<file path="config.mk">
export PLATFORM = sky130hd
export DESIGN_NAME = adc_mv_bcd
export DESIGN_NICKNAME = d
export VERILOG_FILES = /design/src/rtl/adc_mv_bcd.sv
export SDC_FILE = /design/constraint.sdc
export NUM_CORES = 1
export LEC_CHECK = 0
export ABC_CLOCK_PERIOD_IN_PS = 3570
export BUFFER_PORTS_ARGS = -buffer_cell sky130_fd_sc_hd__buf_2
export CORE_AREA = 2 2 103 180
export CTS_BUF_LIST = sky130_fd_sc_hd__clkbuf_8
export CTS_CLUSTER_SIZE = 16
export DETAILED_ROUTE_END_ITERATION = 10
export DIE_AREA = 0 0 105 182
export GPL_ROUTABILITY_DRIVEN = 0
export PLACE_DENSITY_LB_ADDON = 0.1
export SYNTH_ARGS = -nofsm -noshare
export SYNTH_HDL_FRONTEND = slang
export SYNTH_SLANG_ARGS = --single-unit
</file>
<file path="constraint.sdc">
create_clock -name clk -period 3.57 [get_ports clk]
set_input_delay 0.714 -clock clk [delete_from_list [all_inputs] [get_ports clk]]
set_output_delay 0.714 -clock clk [all_outputs]
set_load 0.01 [all_outputs]
</file>
<file path="src/rtl/adc_mv_bcd.sv">
// adc_mv_bcd: ADC code -> millivolts -> 4-digit packed BCD.
// Optional ADC_AVG4_EN: launch a 4-sample running average instead of the raw code.
module adc_mv_bcd #(
  parameter int ADC_W   = 8,
  parameter int VREF_MV = 5000
) (
  input  logic             clk,
  input  logic             rst_n,
  input  logic [ADC_W-1:0] adc_data,
  input  logic             adc_valid,
  output logic [15:0]      bcd_data,
  output logic             bcd_valid,
  output logic             busy
);

  localparam int          PW   = ADC_W + 14;
  localparam logic [13:0] VREF = 14'(VREF_MV);

  typedef enum logic [1:0] {
    IDLE,
    SCALE,
    CONV,
    DONE
  } state_t;

  state_t state;
  state_t state_d;

  logic [ADC_W-1:0] code_q;
  logic [ADC_W-1:0] launch_code;
  logic [13:0]      bin_q;
  logic [15:0]      acc_q;
  logic [15:0]      acc_adj;
  logic [3:0]       step_q;
  logic             pend_q;
  logic             launch;
  logic             pend_set;
  logic             pend_clr;
  logic [PW-1:0]    prod;
  logic [13:0]      mv;

`ifdef ADC_AVG4_EN
  logic [ADC_W-1:0] hist_q [4];
  logic [ADC_W+1:0] sum;

  // The sample arriving this cycle displaces the oldest entry.
  always_comb begin
    sum = '0;
    if (adc_valid) begin
      sum = (ADC_W+2)'(adc_data)
          + (ADC_W+2)'(hist_q[0])
          + (ADC_W+2)'(hist_q[1])
          + (ADC_W+2)'(hist_q[2]);
    end else begin
      sum = (ADC_W+2)'(hist_q[0])
          + (ADC_W+2)'(hist_q[1])
          + (ADC_W+2)'(hist_q[2])
          + (ADC_W+2)'(hist_q[3]);
    end
  end

  assign launch_code = ADC_W'(sum >> 2);

  // Every strobe shifts into the history, regardless of state.
  always_ff @(posedge clk) begin
    if (!rst_n) begin
      for (int i = 0; i < 4; i++) begin
        hist_q[i] <= '0;
      end
    end else if (adc_valid) begin
      hist_q[0] <= adc_data;
      hist_q[1] <= hist_q[0];
      hist_q[2] <= hist_q[1];
      hist_q[3] <= hist_q[2];
    end
  end

  // Pending slot only remembers that a request arrived.
  always_ff @(posedge clk) begin
    if (!rst_n) begin
      pend_q <= 1'b0;
    end else if (pend_set) begin
      pend_q <= 1'b1;
    end else if (pend_clr) begin
      pend_q <= 1'b0;
    end
  end
`else
  logic [ADC_W-1:0] pend_code_q;

  assign launch_code = adc_valid ? adc_data : pend_code_q;

  // Single-entry pending slot; newest sample wins.
  always_ff @(posedge clk) begin
    if (!rst_n) begin
      pend_q      <= 1'b0;
      pend_code_q <= '0;
    end else if (pend_set) begin
      pend_q      <= 1'b1;
      pend_code_q <= adc_data;
    end else if (pend_clr) begin
      pend_q      <= 1'b0;
    end
  end
`endif

  assign prod = PW'(code_q) * PW'(VREF);
  assign mv   = 14'(prod >> ADC_W);
  assign busy = (state != IDLE);

  // Add-3 correction on every BCD digit that is 5 or more.
  always_comb begin
    acc_adj = acc_q;
    for (int i = 0; i < 4; i++) begin
      if (acc_q[i*4 +: 4] >= 4'd5) begin
        acc_adj[i*4 +: 4] = acc_q[i*4 +: 4] + 4'd3;
      end
    end
  end

  // State register.
  always_ff @(posedge clk) begin
    if (!rst_n) begin
      state <= IDLE;
    end else begin
      state <= state_d;
    end
  end

  // Next-state and launch/pending control.
  always_comb begin
    state_d  = state;
    launch   = 1'b0;
    pend_set = 1'b0;
    pend_clr = 1'b0;
    unique case (state)
      IDLE: begin
        if (adc_valid) begin
          launch  = 1'b1;
          state_d = SCALE;
        end
      end
      SCALE: begin
        pend_set = adc_valid;
        state_d  = CONV;
      end
      CONV: begin
        pend_set = adc_valid;
        if (step_q == 4'd13) begin
          state_d = DONE;
        end
      end
      DONE: begin
        pend_clr = 1'b1;
        if (adc_valid || pend_q) begin
          launch  = 1'b1;
          state_d = SCALE;
        end else begin
          state_d = IDLE;
        end
      end
      default: state_d = IDLE;
    endcase
  end

  // Scale and double-dabble datapath.
  always_ff @(posedge clk) begin
    if (!rst_n) begin
      code_q <= '0;
      bin_q  <= '0;
      acc_q  <= '0;
      step_q <= '0;
    end else begin
      if (launch) begin
        code_q <= launch_code;
      end
      if (state == SCALE) begin
        bin_q  <= mv;
        acc_q  <= '0;
        step_q <= '0;
      end else if (state == CONV) begin
        {acc_q, bin_q} <= {acc_adj, bin_q} << 1;
        step_q         <= step_q + 4'd1;
      end
    end
  end

  // Display-facing result, updated only when a conversion ends.
  always_ff @(posedge clk) begin
    if (!rst_n) begin
      bcd_data  <= 16'h0000;
      bcd_valid <= 1'b0;
    end else begin
      bcd_valid <= (state == DONE);
      if (state == DONE) begin
        bcd_data <= acc_q;
      end
    end
  end

endmodule
</file>
======== After elaboration in Yosys (flattened, before gate mapping) ========
Cells that the tools add are included.
word-level totals
  register bits after elaboration ......... 70
  word-level logic and storage cells ...... 53
  output and inout bits ................... 18
cells by class
  muxes and demuxes ....................... 18
  bitwise logic cells ..................... 1
  $add $sub $neg .......................... 5
  reduce and logical (&&, ||, !) cells .... 8
  equal/unequal tests ..................... 6
  $mul .................................... 1
  $lt $le $gt $ge ......................... 4
operators by type and width
  operator                                              count
  2-to-1 mux 13 bit                                     2
  multiplier 8 x 10 -> 18 bit (second input constant)   1
  >= comparator 4 x 3 -> 1 bit (second input constant)  4
  adder 4 x 2 -> 4 bit (second input constant)          3
  2-to-1 mux 4 bit                                      3
  2-to-1 mux 8 bit                                      1
  one-hot mux 2 bit (4 select lines)                    1
  2-to-1 mux 1 bit                                      7
  nonzero test 2 bit                                    3
  adder 4 x 1 -> 4 bit (second input constant)          1
  == test 2 bit (second input constant)                 2
  == test 4 bit (second input constant)                 1
  2-to-1 mux 2 bit                                      2
  inequality test 2 bit (second input constant)         2
  OR reduction 2 bit                                    2
  adder 3 x 2 -> 3 bit (second input constant)          1
  2-to-1 mux 3 bit                                      1
  == test 2 x 1 -> 1 bit (second input constant)        1
  logical NOT 2 bit                                     1
  one-hot mux 1 bit (2 select lines)                    1
  AND reduction 2 bit                                   1
  logical OR 1 bit                                      1
  NOT 1 bit                                             1

======== Logic depth before layout (Yosys ltp) ========
Gate-level depths: netlist (run 1).
  word-level depth ........................ 4
  mapped depth ............................ 12

======== Least setup slack after synthesis (run 1) ========
Ideal clock, no wire load.
  kind .................................... reg2reg
  from .................................... reg code_q[2]
  to ...................................... reg bin_q[11]
  path slack .............................. 0.012 ns
  library setup time ...................... 0.120 ns
  data required time ...................... 3.450 ns
  path buffers ............................ 0
  data arrival time ....................... 3.438 ns
  cell stages (with the launch flop) ...... 13
  cells stage by stage .................... dfxtp_1 -> ha_1 -> ha_1 -> inv_1 -> fa_1 -> fa_1 -> inv_1 -> fa_1 -> a21o_1 -> a31oi_1 -> o221ai_1 -> and3_1 -> a211o_1
on the way
  word-level cells in the longest chain between the ends .. 2
ends and longest elaborated chain
  element                      line  source
  start: declaration           29    logic [ADC_W-1:0] code_q;
  start signal: assignment     175   code_q <= launch_code;
  multiplier 8 x 10 -> 18 bit  107   assign prod = PW'(code_q) * PW'(VREF);
  2-to-1 mux 13 bit            177   if (state == SCALE) begin
  end signal: assignment       178   bin_q <= mv;
  end signal: assignment       182   {acc_q, bin_q} <= {acc_adj, bin_q} << 1;
  end: declaration             31    logic [13:0] bin_q;
Every way passes these cells.
A chain may end at the register's enable or synchronous reset.

======== Worst setup path after layout (run 1) ========
  from .................................... reg code_q[5]
  to ...................................... reg bin_q[11]
Same word-level chain as after synthesis.

==> summary.md, run 1 <==
| Metric | Value |
|---|---|
| Nets@finish | a little under 600 |
| Post-synth top flop | dfxtp_1 |
| Mapped cell area | 4330 sq um |
| Worst skew pair latency | 0.37 ns |
| Hold Path Class | reg2reg |
| Yosys synthesis warning count | 0 |
| CTS root buffer | clkbuf_8 |
| Layout filler cell count | between 1,500 and 2,000 |
| Area Growth Syn to Fin | 17.4% |
| PortBufs | 28 |
| Mean Syn Cell Area | 9.25 sq um |
| CP Launch Type | flop |
| GRT Residual Overflow | 0 |
| Worst-margin pin slew | 1.02 ns |
| All-layer global routing usage | 0.115 |
| Clk slew on worst S/H paths | 0.08 ns |
| Slew headroom | 0.321 |
| DR iter-0 viols | 63 |
| Final slew viol count | 0 |
| Hold Fails Final Rpt | 0 |
| Chip Width | 105 um |
| Worst setup margin | 0.129 ns |
| Htree depth | 3 |
| Critical path start-end classification | reg2reg |
| Via Count | 3,310 |
| Drt pass-1 iters | 4 |
| Maximum VDD drop | around 0.32 mV |
| Detailed-route wire length per cell | 14.0 um |
| CTS Hold Bufs | 0 |
| Largest net degree at the start of global routing | 35 |
| Tcrit/Tclk final | 0.964 |
| Syn Inst Count | 468 |
| Final min period | between 3 and 4 ns |
| Fmax | between 200 and 300 MHz |
| Multi-input gate area | 2750 sq um |
| Critical Path AT | 3.69 ns |
| Clock sink count | 70 |
| FF+latch count, synth | 70 |
| Post-Place Setup Slack | -0.0417 ns |
| Core box area | 17,700 sq um |
| Number of flops mapped to enable cells by yosys | 0 |
| Number of global-route vias before repair | between 3,000 and 4,000 |
| Skew final | 0.0190 ns |
| CP max FO | 6 |
| RSZ-0062 raised after global routing | yes |
| Die area | ~19,000 sq um |
| Top-Level Pins | 29 |
| Share of the yosys chip area belonging to registers | 0.324 |
| Via density per instance | 4.45 |
| Antenna Cells | 0 |
| Fraction of layout cells with a size suffix above 1 | 0.157 |
| Crit end category | flop |
| First-pass GRT wire length | approximately 17,000 um |
| TritonCTS clock tree | done |
| Pleak | 2.24 nW |
| Max_cap viols | 0 |
| Outcome | completed |
| Clock buffer depth | 2 |
| # setup viols final | 0 |
| Asr flop ratio synth | 0 |
| Final ANT Viol Nets | 0 |
| WP data required | 3.82 ns |
| Final WL | 10,400 um |
| Final Core Density | 0.287 |
| Initial antenna violation count | 0 |
| DP Wirelength | about 7900 um |
| DR DRC count | 0 |
| Std cell rows | 65 |
| Cell Pwr Density | about 850 nW/um^2 |
| TritonCTS Buffers | 9 |
| Initial core utilization | 0.244 |
| Netlist cell types | 48 |
| Sequential standard cell area | around 1400 sq um |
| Die H | 182 um |
| Mapped Nets | 544 |
==> logic make-up after synthesis <==
group	Yosys count	synth area share
compound gates	99	0.158
simple gates	124	0.142
buf+inv	60	0.0558
flops	70	0.324
xor+xnor	14	0.0283
fa+ha+maj	65	0.209
mux	36	0.0832
==> flip-flops by register name, summed over array words and instances (netlist names) <==
name,cells
step_q,4
bcd_data,16
acc_q,16
bin_q,14
code_q,8
bcd_valid,1
pend_q,1
state,2
pend_code_q,8
==> area by class of cell <==
cell class,instances,share of cell area
clock buffers,11,0.0298
multi-input cells,338,0.541
inverters,37,0.0273
flip-flops and latches,70,0.277
clock inverters,5,0.0111
repair buffers,48,0.0571
well taps,234,0.0576
==> cells in the final DEF, fill, tap and decap left out, types with 12 or more instances in the layout <==
master / n
buf_2: 28
a21oi_1: 24
nand2b_1: 12
nor2b_1: 17
dfxtp_1: 67
nand2_1: 39
nand3_1: 20
ha_1: 51
inv_1: 36
nor2_1: 17
o21ai_0: 17
buf_4: 20
mux2i_1: 36
==> Yosys cell counts (2+ instances only) <==
| library cell | n | area [sq um] |
|---|---|---|
| dfxtp_1 | 70 | 1400 |
| ha_1 | 53 | 663 |
| nand2_1 | 39 | 146 |
| inv_1 | 36 | 135 |
| mux2i_1 | 36 | 360 |
| a21oi_1 | 24 | 120 |
| nand3_1 | 20 | 100 |
| nor2_1 | 17 | 63.8 |
| nor2b_1 | 17 | 106 |
| o21ai_0 | 17 | 85.1 |
| clkbuf_1 | 12 | 45.0 |
| fa_1 | 12 | 240 |
| nand2b_1 | 12 | 75.1 |
| xnor2_1 | 11 | 96.3 |
| a21boi_0 | 10 | 75.1 |
| o211a_1 | 10 | 100 |
| a21o_1 | 7 | 52.6 |
| buf_2 | 7 | 35.0 |
| o211ai_1 | 7 | 52.6 |
| nand4_1 | 5 | 31.3 |
| a211oi_1 | 4 | 30.0 |
| and2_1 | 3 | 18.8 |
| and3_1 | 3 | 18.8 |
| xor2_1 | 3 | 26.3 |
| a211o_1 | 2 | 17.5 |
| a31oi_1 | 2 | 12.5 |
| buf_1 | 2 | 7.51 |
| buf_4 | 2 | 15.0 |
| nand4b_1 | 2 | 17.5 |
| o21ai_1 | 2 | 10.0 |
| o2bb2ai_1 | 2 | 17.5 |
| or2_2 | 2 | 12.5 |
| or3_1 | 2 | 12.5 |
==> final timing paths <==
check,cells after the start,end,slack [ns],from
max,11,bin_q[11],0.13,code_q[5]
min,2,pend_code_q[6],0.46,pend_code_q[6]
max reg2reg,11,bin_q[11],0.13,code_q[5]
min reg2reg,2,pend_code_q[6],0.46,pend_code_q[6]
==> through the flow <==
stage | std cells | total power, mW | setup TNS (ns) | cell area, sq um | hold WS, ns
global placement | 726 | 3.50 | 0 | 4800 | 0.449
floorplan | 468 | 2.77 | 0 | 4330 | 0.443
finish | 743 | 4.30 | 0 | 5080 | 0.465
global route | 743 | 4.75 | -0.0474 | 5080 | 0.499
detailed placement | 726 | 3.48 | -0.0417 | 4800 | 0.456
CTS | 742 | 4.24 | 0 | 5020 | 0.468
==> timing repair <==
| item | 4_1_cts | 5_1_grt |
|---|---|---|
| pin swaps | 2 | 6 |
| resized for setup | 1 | 11 |
| setup buffers | 0 | 1 |
| setup endpoints to repair | 1 | 7 |
==> report_power, final <==
group          switching, mW  total [mW]  internal [mW]
combinational           1.50        2.60           1.09
sequential            0.0967        1.01          0.913
clock                  0.328       0.689          0.361
==> layer usage <==
metal / GRT usage / vias to the layer above / share of wire
li1: - / 1690 / -
met1: 0.118 / 1592 / 0.39
met2: 0.223 / 20 / 0.57
met3: 0.0226 / 8 / 0.015
met4: 0.0480 / 0 / 0.020
met5: 0 / - / 0
==> worst max-delay path, stage by stage, from the launching register on <==
cell      delay (ns)
dfxtp_2         0.35
fa_1            0.56
fa_1            0.44
ha_1            0.29
inv_1           0.04
fa_1            0.48
inv_1           0.04
ha_2            0.37
nand4_1         0.16
o221ai_2        0.23
a21oi_1         0.09
a211o_1         0.26
No activity file was read; power rests on OpenSTA's default activity.
==> inputs of run 2 (changes only) <==
--- a/config.mk
+++ b/config.mk
@@ -5,13 +5,14 @@
 export SDC_FILE = /design/constraint.sdc
 export NUM_CORES = 1
 export LEC_CHECK = 0
+export ABC_AREA = 1
 export ABC_CLOCK_PERIOD_IN_PS = 3570
 export BUFFER_PORTS_ARGS = -buffer_cell sky130_fd_sc_hd__buf_2
-export CORE_AREA = 2 2 103 180
+export CORE_AREA = 2 2 103 179
 export CTS_BUF_LIST = sky130_fd_sc_hd__clkbuf_8
 export CTS_CLUSTER_SIZE = 16
 export DETAILED_ROUTE_END_ITERATION = 10
-export DIE_AREA = 0 0 105 182
+export DIE_AREA = 0 0 105 181
 export GPL_ROUTABILITY_DRIVEN = 0
 export PLACE_DENSITY_LB_ADDON = 0.1
 export SYNTH_ARGS = -nofsm -noshare
==> summary.md, run 2 <==
| Metric | Value |
|---|---|
| Commonest cells after routing, fill and taps aside | 97 x nand2_1, 73 x inv_1, 70 x dfxtp_1, 62 x o21ai_0, 52 x a21oi_1 |
| Synth cell count leaders | 97 x nand2_1, 72 x inv_1, 70 x dfxtp_1 |
| Commonest non-fill, non-tap cell in the layout | nand2_1 |
| Tcrit/Tclk final | 0.939 |
| Total power after layout | 4.47 mW |
| Cell Pwr Density | roughly 900 nW/um^2 |
| Drt pass-1 iters | 4 |
| Via density per instance | 4.45 |
| Detailed-route wire length per cell | 13.4 um |
| All-layer global routing usage | 0.128 |
| Mapped cell area | 4300 sq um |
| Crit-path cells | buf_4 > ha_1 > ha_1 > inv_1 > fa_1 > inv_1 > fa_1 > ha_2 > a21oi_2 > nand2_1 > nand2_1 > nand3_2 > nand3_1 > nand2_1 > nand2_1 > a21oi_2 |
| DR iter-0 viols | 123 |
| Crit path from | code_q[5] |
| TNS Setup | 0 ns |
| Yosys synthesis warning count | 0 |
| PortBufs | 28 |
| Share of the yosys chip area belonging to registers | 0.326 |
| Fmax | 298 MHz |
| Reg2Reg Depth | 16 |
| Slew headroom | 0.651 |
| CP most frequent cell | nand2_1 |
| Final slew viol count | 0 |
| Std cell rows | 64 |
| Outcome | completed |
| Largest regs | acc_q x16, bcd_data x16, bin_q x14 |
| DR DRC count | 0 |
| Clock buffer depth | 2 |
| Layout Cells excl Fill | between 800 and 900 |
| Initial core utilization | 0.247 |
| Final ANT Viol Nets | 0 |
| CTS root buffer | clkbuf_8 |
| Max_cap viols | 0 |
| Area Growth Syn to Fin | 15.5% |
| Critical Path AT | 3.57 ns |
| CP max FO | 5 |
| Hold Path Class | reg2reg |
| Fraction of layout cells with a size suffix above 1 | 0.129 |
| Met3 wire length | 258 um |
| Mapped Nets | 643 |
| Htree depth | 3 |
| Antenna Cells | 0 |
| Asr flop ratio synth | 0 |
| Dpl cell area | approximately 4700 sq um |
| Clk slew on worst S/H paths | 0.08 ns |
| Yosys top cell area share | 0.326 |
| # setup viols final | 0 |
| Die area | approximately 19,000 sq um |
| Non-Filler Cell Area, Final | between 4000 and 5000 sq um |
| FF+latch count, synth | 70 |
| Placed Instances | approximately 820 |
| Delay of the slowest critical-path stage | ~0.55 ns |
| WL met2 | 6350 um |
| Initial antenna violation count | 0 |
| Crit end category | flop |
| Final Core Density | 0.285 |
| GRT Residual Overflow | 0 |
| Worst R2R Start | code_q[5] |
| RR Endpoint | bin_q[12] |
| TritonCTS clock tree | done |
| Post-synth top flop | dfxtp_1 |
| Count leader, synth | nand2_1 |
| Met1 WL | 4360 um |
| Worst hold stages | 2 |
| Top-Level Pins | 29 |
| Core box area | around 17,000 sq um |
| Pleak | 2.42 nW |
| Critical path start-end classification | reg2reg |
| Nets@finish | a little under 700 |
| Largest net degree at the start of global routing | approximately 40 |
| Slowest-stage cell, CP | fa_1 |
| DR top layer | met4 |
| Syn Inst Count | 567 |
| Number of global-route vias before repair | 3,917 |
| Area leader, netlist | dfxtp_1 |
| Worst skew pair latency | between 0.3 and 0.4 ns |
| First-pass GRT wire length | 19,400 um |
| Clock sink count | 70 |
| WP data required | 3.79 ns |
| Hold Fails Final Rpt | 0 |
| CP Launch Type | flop |
| Mean Syn Cell Area | 7.59 sq um |
| Die H | 181 um |
| Skew final | 0.0175 ns |
| Final min period | about 3.4 ns |
| Via Count | 3,719 |
| FF-to-FF setup slack | 0.22 ns |
| Setup crit end | bin_q[12] |
| Largest cells by area after synthesis | dfxtp_1 33%, ha_1 15%, nand2_1 8.5%, o21ai_0 7.2%, inv_1 6.3% |
| Maximum VDD drop | 0.247 mV |
| Final WL | approximately 11,000 um |
| Number of flops mapped to enable cells by yosys | 0 |
| DP Wirelength | slightly below 9000 um |
| Layout filler cell count | 1,984 |
| Worst-margin pin slew | 0.521 ns |
| Chip Width | 105 um |
| TritonCTS Buffers | 9 |
| Netlist cell types | 30 |
run 2: changes by cell type after synthesis, sizes merged, moves of 12 or more:
cell | previous run | this run
nand2 | 39 | 100
nor2 | 17 | 53
inv | 37 | 78
mux2i | 36 | 0
o21ai | 19 | 65
nor2b | 17 | 0
nand2b | 12 | 0
a21oi | 25 | 57
run 2: metrics by stage:
| stage | setup slack (ns) | hold WS (ns) |
|---|---|---|
| finish | 0.217 | 0.467 |
| floorplan | 0.309 | 0.436 |
| global route | -0.0123 | 0.486 |
| detailed placement | 0.157 | 0.458 |
| CTS | 0.146 | 0.468 |
| global placement | 0.139 | 0.455 |
run 2: area by class of cell:
| type | count | area (sq um) | area share |
|---|---|---|---|
| repair buffers | 39 | 223 | 0.0448 |
| flip-flops and latches | 70 | 1400 | 0.282 |
| well taps | 231 | 289 | 0.0581 |
| multi-input cells | 400 | 2540 | 0.511 |
| inverters | 79 | 297 | 0.0596 |
| clock inverters | 6 | 86.3 | 0.0174 |
| clock buffers | 10 | 138 | 0.0277 |
run 2: critical path: cells and delay by family, from the launching register on:
family                   cells  cell delay (ns)
adder cells (fa/ha/maj)      5             1.91
AND/OR/NAND/NOR              6             0.45
flip-flops                   1             0.33
AO/OA/AOI/OAI                2             0.27
buffers and inverters        3             0.26
run 2: power by group:
part / total (mW) / internal, mW / switching (mW)
clock: 0.721 / 0.411 / 0.310
sequential: 1.12 / 0.987 / 0.133
combinational: 2.63 / 0.968 / 1.66
run 2: cell families after synthesis:
group	count (synthesis)	share of synthesized area
buffers and inverters	97	0.0898
adders and majority gates	65	0.210
DFF	70	0.326
xor gates and xnor gates	9	0.0183
and+or+nand+nor	188	0.185
AOI/OAI and AO/OA	138	0.172
run 2: repair_timing:
item / CTS / global route
resized for setup: 0 / 4
buffers inserted: 0 / 1
endpoints found under the setup margin: 0 / 5
hold buffers: 0 / 0
run 2: worst min-delay path by stage:
stage                    from        end
floorplan           bin_q[13]  bin_q[13]
global placement    bin_q[13]  bin_q[13]
detailed placement  bin_q[13]  bin_q[13]
CTS                 bin_q[13]  bin_q[13]
global route        bin_q[13]  bin_q[13]
finish              bin_q[13]  bin_q[13]
run 2: layer usage:
metal,GRT usage,up-vias
met1,0.128,1748
met2,0.257,41
met3,0.0173,13
met5,0,-
li1,-,1917
met4,0.0501,0
==> inputs of run 3 (changes only) <==
==> constraint.sdc (replaced) <==
create_clock -name clk -period 3.57 [get_ports clk]
set_input_delay 0.1785 -clock clk [delete_from_list [all_inputs] [get_ports clk]]
set_output_delay 0.1785 -clock clk [all_outputs]
set_load 0.01 [all_outputs]
==> summary.md, run 3 (same netlist as run 2, synthesis figures left out) <==
| Metric | Value |
|---|---|
| Commonest cells after routing, fill and taps aside | 97 x nand2_1, 74 x inv_1, 70 x dfxtp_1, 62 x o21ai_0, 52 x a21oi_1 |
| Max_cap viols | 0 |
| WHS | 0.0882 ns |
| Hold Fails Final Rpt | 0 |
| Antenna Cells | 0 |
| CTS root buffer | clkbuf_8 |
| Hold Path Class | in2reg |
| Die H | 181 um |
| Sequential standard cell area | 1400 sq um |
| Top-Level Pins | 29 |
| GRT Residual Overflow | 0 |
| Worst R2R Start | code_q[5] |
| TNS Setup | 0 ns |
| Tcrit/Tclk final | 0.920 |
| Htree depth | 3 |
| Clock Power Share | 0.132 |
| Skew final | about 0.015 ns |
| Hold path endpoint | code_q[4] |
| Postcts setup bufs | 0 |
| Final WL | 11,300 um |
| Largest net degree at the start of global routing | 41 |
| TritonCTS Buffers | 9 |
| Slew headroom | 0.643 |
| Multi-input gate area | 2560 sq um |
| Layout filler cell count | 1,997 |
| First-pass GRT wire length | 18,800 um |
| Via Count | 3,713 |
| WP data required | 3.85 ns |
| TritonCTS clock tree | done |
| Post-CTS Resized | 0 |
| # setup viols final | 0 |
| Crit-path cells | fa_1 > fa_1 > ha_1 > inv_1 > fa_1 > inv_1 > ha_4 > nand2_2 > nor2_1 > nand3_1 > nand3_1 > nand2_1 > nand3_1 > nand2_1 > a21oi_2 |
| Commonest non-fill, non-tap cell in the layout | nand2_1 |
| Fmax | approximately 300 MHz |
| Detailed-route wire length per cell | 13.5 um |
| DR DRC count | 0 |
| Largest regs | acc_q x16, bcd_data x16, bin_q x14 |
| Cell Pwr Density | roughly 900 nW/um^2 |
| Slowest-stage cell, CP | fa_1 |
| Worst hold stages | 3 |
| CP max FO | 5 |
| Die area | 19,000 sq um |
| Sw Share | 0.485 |
| DR iter-0 viols | 84 |
| Total internal power | 2.25 mW |
| Critical Path AT | 3.56 ns |
| Clock buffer depth | 2 |
| All-layer global routing usage | 0.124 |
| Pleak | between 2 and 2.5 nW |
| Post-Place Setup Slack | 0.162 ns |
| Maximum VDD drop | 0.409 mV |
| Nets@finish | 674 |
| Total power after layout | around 4.4 mW |
| Final min period | 3.28 ns |
| DP Wirelength | 8580 um |
| Worst setup margin | 0.286 ns |
| PortBufs | 28 |
| NetSw | about 2.1 mW |
| Std cell rows | 64 |
| Buf/Inv on CP | 2 |
| Initial core utilization | 0.247 |
| CP Launch Type | flop |
| Sequential Power Share | 0.257 |
| FF-to-FF setup slack | ~0.29 ns |
| Core box area | around 17,000 sq um |
| CTS Hold Bufs | 0 |
| Clock sink count | 70 |
| Delay of the slowest critical-path stage | between 0.5 and 0.6 ns |
| Initial antenna violation count | 0 |
| Worst skew pair latency | 0.35 ns |
| Chip Width | between 100 and 150 um |
| Fraction of layout cells with a size suffix above 1 | 0.126 |
| Hold Crit Start | adc_data[4] |
| Number of global-route vias before repair | 3,716 |
| RR Endpoint | bin_q[11] |
| Via density per instance | 4.45 |
| Crit end category | flop |
| RSZ-0062 raised after global routing | no |
| Drt pass-1 iters | 4 |
| CP delay by family, top | adder cells |
| Reg2Reg Depth | 15 |
| Worst-margin pin slew | 0.532 ns |
| Area Growth Syn to Fin | 14.4% |
| Outcome | completed |
| Clk slew on worst S/H paths | 0.08 ns |
| Final slew viol count | 0 |
| Critical path start-end classification | reg2reg |
| Final ANT Viol Nets | 0 |
| Combinational cell fraction of total power | 0.610 |
## run 3: how the worst max path moves through the flow
stage	endpoint	start	depth (start not counted)
floorplan	bin_q[9]	code_q[6]	15
global placement	bin_q[9]	code_q[5]	15
detailed placement	bin_q[9]	code_q[5]	15
CTS	bin_q[11]	code_q[5]	15
global route	bin_q[10]	code_q[5]	18
finish	bin_q[11]	code_q[5]	15
## run 3: cell type report
| cell class | count | share of cell area |
|---|---|---|
| well taps | 231 | 0.0587 |
| inverters | 79 | 0.0602 |
| multi-input cells | 400 | 0.519 |
| clock inverters | 6 | 0.00610 |
| clock buffers | 10 | 0.0279 |
| flip-flops and latches | 70 | 0.284 |
| repair buffers | 38 | 0.0437 |
## run 3: worst register-to-register path, cell delays in order (launching register included)
cell and delay (ns):
dfxtp_1 0.34, fa_1 0.56, fa_1 0.43, ha_1 0.29, inv_1 0.05, fa_1 0.47, inv_1 0.06, ha_4 0.31
nand2_2 0.08, nor2_1 0.14, nand3_1 0.11, nand3_1 0.09, nand2_1 0.05, nand3_1 0.06, nand2_1 0.06, a21oi_2 0.11
## run 3: power groups by stage
| stage | Combinational (mW) | Clock (mW) | Sequential, mW |
|---|---|---|---|
| after floorplan | 1.83 | 0 | 1.14 |
| after global routing | 3.09 | 0.635 | 1.15 |
| after global placement | 2.61 | 0 | 1.14 |
| final | 2.67 | 0.578 | 1.13 |
| after CTS | 2.60 | 0.607 | 1.13 |
| after detailed placement | 2.58 | 0 | 1.15 |
## run 3: through the flow
stage | area (sq um) | util | instances
after floorplan | 4300 | - | 567
after global placement | 4720 | 0.270 | 818
after detailed placement | 4720 | 0.270 | 818
after CTS | 4890 | 0.280 | 834
after global routing | 4930 | 0.282 | 834
final | 4930 | 0.282 | 834
## run 3: metal layers
metal | vias up | wire, um | GRT usage
met4 | 0 | 189 | 0.0427
met2 | 38 | 6280 | 0.246
met3 | 10 | 230 | 0.0206
li1 | 1915 | - | -
met1 | 1750 | 4560 | 0.127
met5 | - | 0 | 0
